**src/rtl/t_slot_loader_13.sv**
```systemverilog
// Writer side of the 13-slot byte selector: collects a framed byte stream into
// staging slots and commits all 13 to the registered outputs atomically.
module t_slot_loader_13 #(
  parameter logic [7:0] RESET_BYTE = 8'h20
) (
  input  logic       clk,
  input  logic       reset,
  input  logic       wr_valid,
  input  logic       wr_sof,
  input  logic [7:0] wr_data,
  output logic       wr_ready,
  output logic [7:0] x0,
  output logic [7:0] x1,
  output logic [7:0] x2,
  output logic [7:0] x3,
  output logic [7:0] x4,
  output logic [7:0] x5,
  output logic [7:0] x6,
  output logic [7:0] x7,
  output logic [7:0] x8,
  output logic [7:0] x9,
  output logic [7:0] x10,
  output logic [7:0] x11,
  output logic [7:0] x12,
  output logic       frame_done,
  output logic       drop_err,
  output logic [3:0] wr_idx
);

  localparam int unsigned NUM_SLOTS = 13;
  localparam logic [3:0]  LAST_SLOT = 4'd12;

  typedef enum logic [1:0] {
    ST_IDLE,
    ST_LOAD,
    ST_COMMIT
  } state_t;

  state_t     r_state;
  state_t     w_state_next;
  logic [7:0] r_stage [NUM_SLOTS];
  logic [7:0] r_out   [NUM_SLOTS];
  logic [3:0] r_idx;
  logic [3:0] w_idx_next;
  logic [3:0] w_wr_slot;
  logic       w_wr_en;
  logic       w_drop;
  logic       w_commit;
  logic       w_accept;
  logic       r_frame_done;
  logic       r_drop_err;

  // Ready depends on the state register alone, never on wr_valid.
  assign wr_ready = (r_state != ST_COMMIT);
  assign w_accept = wr_valid & wr_ready;

  always_comb begin
    // NOTE: every signal gets a default before the case so no latch is inferred.
    w_state_next = r_state;
    w_idx_next   = r_idx;
    w_wr_en      = 1'b0;
    w_wr_slot    = 4'd0;
    w_drop       = 1'b0;
    w_commit     = 1'b0;
    case (r_state)
      ST_IDLE: begin
        if (w_accept) begin
          if (wr_sof) begin
            w_wr_en      = 1'b1;
            w_idx_next   = 4'd1;
            w_state_next = ST_LOAD;
          end else begin
            w_drop = 1'b1;
          end
        end
      end
      ST_LOAD: begin
        if (w_accept) begin
          w_wr_en = 1'b1;
          if (wr_sof) begin
            // Restart: the partial frame is abandoned without an error pulse.
            w_idx_next = 4'd1;
          end else begin
            w_wr_slot = r_idx;
            if (r_idx == LAST_SLOT) begin
              w_idx_next   = 4'd0;
              w_state_next = ST_COMMIT;
            end else begin
              w_idx_next = r_idx + 4'd1;
            end
          end
        end
      end
      ST_COMMIT: begin
        w_commit     = 1'b1;
        w_state_next = ST_IDLE;
      end
      default: w_state_next = ST_IDLE;
    endcase
  end

  always_ff @(posedge clk) begin
    // NOTE: sequential state uses non-blocking assignments so every register
    // samples pre-edge values regardless of statement order.
    if (reset) r_state <= ST_IDLE;
    else       r_state <= w_state_next;
  end

  always_ff @(posedge clk) begin
    if (reset) begin
      // NOTE: the slot arrays are reset on purpose; their reset value is
      // architecturally visible on the outputs and in any commit.
      for (int i = 0; i < NUM_SLOTS; i++) begin
        r_stage[i] <= RESET_BYTE;
        r_out[i]   <= RESET_BYTE;
      end
      r_idx        <= 4'd0;
      r_frame_done <= 1'b0;
      r_drop_err   <= 1'b0;
    end else begin
      if (w_wr_en) r_stage[w_wr_slot] <= wr_data;
      if (w_commit) begin
        for (int i = 0; i < NUM_SLOTS; i++) r_out[i] <= r_stage[i];
      end
      r_idx        <= w_idx_next;
      r_frame_done <= w_commit;
      r_drop_err   <= w_drop;
    end
  end

  assign x0         = r_out[0];
  assign x1         = r_out[1];
  assign x2         = r_out[2];
  assign x3         = r_out[3];
  assign x4         = r_out[4];
  assign x5         = r_out[5];
  assign x6         = r_out[6];
  assign x7         = r_out[7];
  assign x8         = r_out[8];
  assign x9         = r_out[9];
  assign x10        = r_out[10];
  assign x11        = r_out[11];
  assign x12        = r_out[12];
  assign frame_done = r_frame_done;
  assign drop_err   = r_drop_err;
  assign wr_idx     = r_idx;

endmodule

```
**config.mk**
```make
export PLATFORM = sky130hd
export DESIGN_NAME = t_slot_loader_13
export DESIGN_NICKNAME = d
export VERILOG_FILES = /design/src/rtl/t_slot_loader_13.sv
export SDC_FILE = /design/constraint.sdc
export NUM_CORES = 1
export LEC_CHECK = 0
export ABC_AREA = 1
export CAP_MARGIN = 15
export CORE_MARGIN = 10
export CORE_UTILIZATION = 50
export CTS_CLUSTER_SIZE = 25
export DETAILED_ROUTE_END_ITERATION = 7
export GPL_TIMING_DRIVEN = 1
export PLACE_DENSITY = 0.79
export SKIP_LAST_GASP = 1
export SYNTH_ARGS = -nofsm -noshare
export SYNTH_HDL_FRONTEND = slang
export SYNTH_SLANG_ARGS = --single-unit
```
**constraint.sdc**
```tcl
create_clock -name clk -period 4.4 [get_ports clk]
set_input_delay 0.88 -clock clk [delete_from_list [all_inputs] [get_ports clk]]
set_output_delay 0.88 -clock clk [all_outputs]
set_load 0.02 [all_outputs]
```
After elaboration in Yosys (flattened, before gate mapping):

Memory sizes are Yosys's and may differ from the RTL's.
Index checks and enable logic that the tools add are counted.

* flip-flop bits (word level): 8
* bits in latches: 0
* memory bits (writable): 208
* memory bits (read-only): 0
* input port bits: 12
* output and inout bits: 111
* logic and storage cells: 83
* memories: 2

Memory list
* r_out: depth 13, width 8, read ports 13, clocked after memory_dff 0, write ports 13, RTL line 42 `logic [7:0] r_out [NUM_SLOTS];`
* r_stage: depth 13, width 8, read ports 13, clocked after memory_dff 0, write ports 13, RTL line 41 `logic [7:0] r_stage [NUM_SLOTS];`

* add/sub/neg operators: 1
* multipliers: 0
* div/mod/pow operators: 0
* order comparisons: 0
* equality and inequality tests: 9
* shift-type cells: 0
* multiplexer cells: 45
* bitwise logic cells: 16
* reductions and logical operators: 6

Operator list (number)
* $mux 8: 14
* $mux 4: 9
* $mux 1: 14
* $or 1x1->1: 13
* $ne 2x2->1 const B: 6
* $mux 2: 5
* $pmux 4 s2: 1
* $reduce_or 8->1: 1
* $reduce_and 5->1: 1
* $add 4x1->4 const B: 1
* $eq 4x4->1 const B: 1
* $pmux 2 s2: 1
* $reduce_and 4->1: 1
* $reduce_or 3->1: 1
* $eq 2x1->1 const B: 1
* $eq 2x2->1 const B: 1
* $logic_not 2->1: 1
* $not 1->1: 2
* $pmux 1 s2: 1
* $reduce_bool 2->1: 1
* $and 1x1->1: 1

Longest topological paths before layout:

* word-level depth: 9
* gate-level depth with buffers: 9
* gate-level depth less buffers: 9

Worst setup path after synthesis:

OpenSTA, ideal clock, no wires.

* path kind: input-to-reg
* from: input reset
* to: memory r_out[0][0] (enable)
* setup time: 0.467 ns
* data arrival time: 3.490 ns
* data required time: 3.933 ns
* setup slack: 0.443 ns
* cell stages on the path: 3
* buffers on the path: 1
* cells stage by stage: clkbuf_1 inv_1 nand2_1

RTL lines
* start: declaration: RTL line 7 `input logic reset,`
* end: declaration: RTL line 42

==> out/qor.log <==
qor: final_layout.nFillCells 1,151
qor: placement.dpl.hpwl 11.2 mm
qor: setup_path.endpoint_required_time_on_the_critical_path 4570 ps
qor: floorplan.floorplan.die.height 148 um
qor: yosys.netlist.top_cell.by_area sky130_fd_sc_hd__edfxtp_1
qor: floorplan.die_area 0.0218 mm^2
qor: detailed_routing.finalWirelength 16.9 mm
qor: detailed_routing.wire_per_inst 16.6 um
qor: yosys.synth.lib_cells_used.distinct 24
qor: setup_path.rr_worst_depth 8
qor: global_route.overflow 0
qor: flow_run.max_cap_viol_count 0
qor: final_layout.postLayoutCellArea 0.0103 mm^2
qor: detailed_routing.total_via_count_after_detailed_routing 4,941
qor: detailed_routing.detail_route.first_pass.iterations 5
qor: final_layout.total_area_of_multi_input_combinational_cells 0.00132 mm^2
qor: yosys.sequential_element_share_of_the_synthesized_area 0.777
qor: timing.totalNegativeSetupSlack 0 ps
qor: final_layout.register_area 0.00633 mm^2
qor: yosys.synth_top_area_share 0.737
qor: timing.max_clock_freq 330 MHz
qor: placement.placedCellCount 976
qor: floorplan.core_area 0.0159 mm^2
qor: final_layout.layout.cells.most_common sky130_fd_sc_hd__edfxtp_1
qor: setup_path.crit_path_max_fanout 14
qor: timing.timing.final.max_slew_violations 0
qor: final_layout.final_cells 1,016
qor: detailed_routing.antenna_viol_nets_final 0
qor: placement.gpl.final_weighted_congestion 0.819
qor: yosys.synth.avg_cell_area 12.5 um^2
qor: detailed_routing.avgViaCountPerCell 4.86
qor: timing.worst_pin_slew 730 ps
qor: worst_hold_path.class_of_the_tightest_hold_or_removal_check reg2reg
qor: timing.maxSlewHeadroom 0.511
qor: timing.period_minus_slack 3030 ps
qor: yosys.mappedNetlistArea 0.00815 mm^2
qor: clocking.count_of_clock_tree_sinks 216
qor: floorplan.initial_core_util 0.511
qor: clocking.hold_fix_buffers_cts 0
qor: placement.dpl_worst_slack 925 ps
qor: timing.finalCritPeriodShare 0.688
qor: global_route.grt_start_max_net_pins 51
qor: floorplan.floorplan.die.width 148 um
qor: timing.rsz_0062_raised_after_global_routing no
qor: detailed_routing.detail_route.drc_violations 0
qor: floorplan.num_rows 46
qor: timing.skew_final 7.09 ps
qor: final_layout.finalNetCount 798
qor: status.run_status finished, final reports clean
qor: timing.holdWs 504 ps
qor: final_layout.final_cell_mix sky130_fd_sc_hd__edfxtp_1, sky130_fd_sc_hd__nor2_1, sky130_fd_sc_hd__clkdlybuf4s50_1
qor: yosys.synth.ff_latch_count 216
qor: final_layout.num_antenna_cells 0
qor: power_and_ir_drop.p_per_area 418 mW/mm^2
qor: clocking.htreeDepth 1
qor: global_route.first_global_vias 4,793
qor: yosys.number_of_nets_produced_by_synthesis 667
qor: power_and_ir_drop.p_leak 3.89 nW
qor: detailed_routing.dr.first_iter.drc_count 395
qor: floorplan.floorplan.io_pins 123
qor: clocking.insertion_delay 500 ps
qor: global_route.antenna_found_initial 0
qor: timing.setup_violations 0
qor: power_and_ir_drop.vdd.ir_drop.worst 302 uV
qor: power_and_ir_drop.total_power 4.30 mW
qor: global_route.grt_pass1_wl 26.4 mm
qor: placement.placement.io_buffers 122
qor: clocking.tritoncts_clock_tree yes
qor: clocking.post_cts_setup_buffer_count 0
qor: clocking.clock_edge_transition_at_the_registers_on_the_reported_setup_and_hold_paths 60 ps
qor: clocking.cts_made_buffers 22
qor: yosys.netlist_top_cells_area sky130_fd_sc_hd__edfxtp_1, sky130_fd_sc_hd__nor2_1, sky130_fd_sc_hd__inv_1, sky130_fd_sc_hd__dfxtp_1, sky130_fd_sc_hd__nand2_1
qor: setup_path.r2r_slack 1950 ps
qor: yosys.synthesis.yosys.warnings 0
qor: yosys.postSynthCellCount 653
qor: clocking.ctsRootBufferMaster sky130_fd_sc_hd__clkbuf_16
qor: timing.final_critical_path_setup_slack 1370 ps
qor: placement.dpl_cell_area 0.00961 mm^2
qor: setup_path.critical_path_class in2reg
qor: setup_path.end_kind flip-flop
qor: clocking.cts-root-to-sink-buffers 3
qor: final_layout.drive_above_1_share 0.0800
qor: timing.hold_viol 0
qor: worst_hold_path.worstHoldPathCells 1
qor: final_layout.utilization 0.646
qor: global_route.grt.total_usage 0.153
qor: setup_path.start_kind primary input
qor: final_layout.area_overhead_vs_synth 26.3%
qor: setup_path.worst_ep_arrival_time 3200 ps
qor: clocking.post_cts_resized 0
synthesized netlist by cell type:
cell type                  count
sky130_fd_sc_hd__edfxtp_1    200
sky130_fd_sc_hd__nor2_1      183
sky130_fd_sc_hd__inv_1       109
sky130_fd_sc_hd__nand2_1      55
sky130_fd_sc_hd__nand3_1      25
sky130_fd_sc_hd__clkbuf_1     19
sky130_fd_sc_hd__dfxtp_1      16
sky130_fd_sc_hd__or2_2        13
sky130_fd_sc_hd__nor2_4        5
sky130_fd_sc_hd__a21oi_1       4
sky130_fd_sc_hd__inv_2         3
sky130_fd_sc_hd__nand4_1       3
sky130_fd_sc_hd__nor2_2        3
sky130_fd_sc_hd__ha_1          2
sky130_fd_sc_hd__nor3_1        2
sky130_fd_sc_hd__o211ai_1      2
sky130_fd_sc_hd__xor2_1        2
sky130_fd_sc_hd__a211oi_1      1
sky130_fd_sc_hd__a21oi_2       1
sky130_fd_sc_hd__buf_1         1
sky130_fd_sc_hd__buf_4         1
sky130_fd_sc_hd__nand3b_1      1
sky130_fd_sc_hd__nor4_1        1
sky130_fd_sc_hd__o21ai_0       1
worst paths after layout:
path | to | start
worst min-delay path | r_out[1][5] | r_stage[8][5]
worst max register to register | r_stage[8][1] | r_state[0]
worst max-delay path | r_stage[8][1] | wr_valid
worst min register to register | r_out[1][5] | r_stage[8][5]
routing by layer:
metal,part of all wire,wire length [um],vias up,GRT usage
met5,0,0,-,0
met3,0.084,1410,31,0.0443
met2,0.50,8460,181,0.258
met4,0.018,306,0,0.0491
met1,0.40,6710,2351,0.184
li1,-,-,2378,-
critical path, cell delays in order:
cell and delay (ps):
sky130_fd_sc_hd__clkdlybuf4s50_1 580, sky130_fd_sc_hd__inv_1 120, sky130_fd_sc_hd__nor2_1 100, sky130_fd_sc_hd__nand2_1 140
sky130_fd_sc_hd__nor2_4 160, sky130_fd_sc_hd__nand2_1 80, sky130_fd_sc_hd__nor2_2 470, sky130_fd_sc_hd__nand2_1 320
sky130_fd_sc_hd__nand2_1 340
sequential cells by signal, summed over array words and instances, names as in the netlist:
signal	cells
r_out	104
r_stage	104
wr_idx	4
r_state	2
drop_err	1
frame_done	1
logic make-up after synthesis:
logic type / Yosys count / synth area share
compound gates: 9 / 0.00691
simple gates: 291 / 0.149
xor+xnor: 2 / 0.00215
flops: 216 / 0.777
fa+ha+maj: 2 / 0.00307
buf+inv: 133 / 0.0618
power breakdown:
| group | internal (mW) | switching [mW] |
|---|---|---|
| Clock | 1.01 | 0.744 |
| Combinational | 0.0774 | 0.150 |
| Sequential | 2.30 | 0.0209 |
| Total | 3.39 | 0.915 |
layout make-up:
| type | count | area share |
|---|---|---|
| inverters | 112 | 0.0409 |
| flip-flops and latches | 216 | 0.615 |
| multi-input cells | 304 | 0.129 |
| clock buffers | 25 | 0.0567 |
| clock inverters | 15 | 0.00985 |
| well taps | 216 | 0.0263 |
| repair buffers | 128 | 0.123 |
Note: power is estimated with default switching activity, not from simulation.
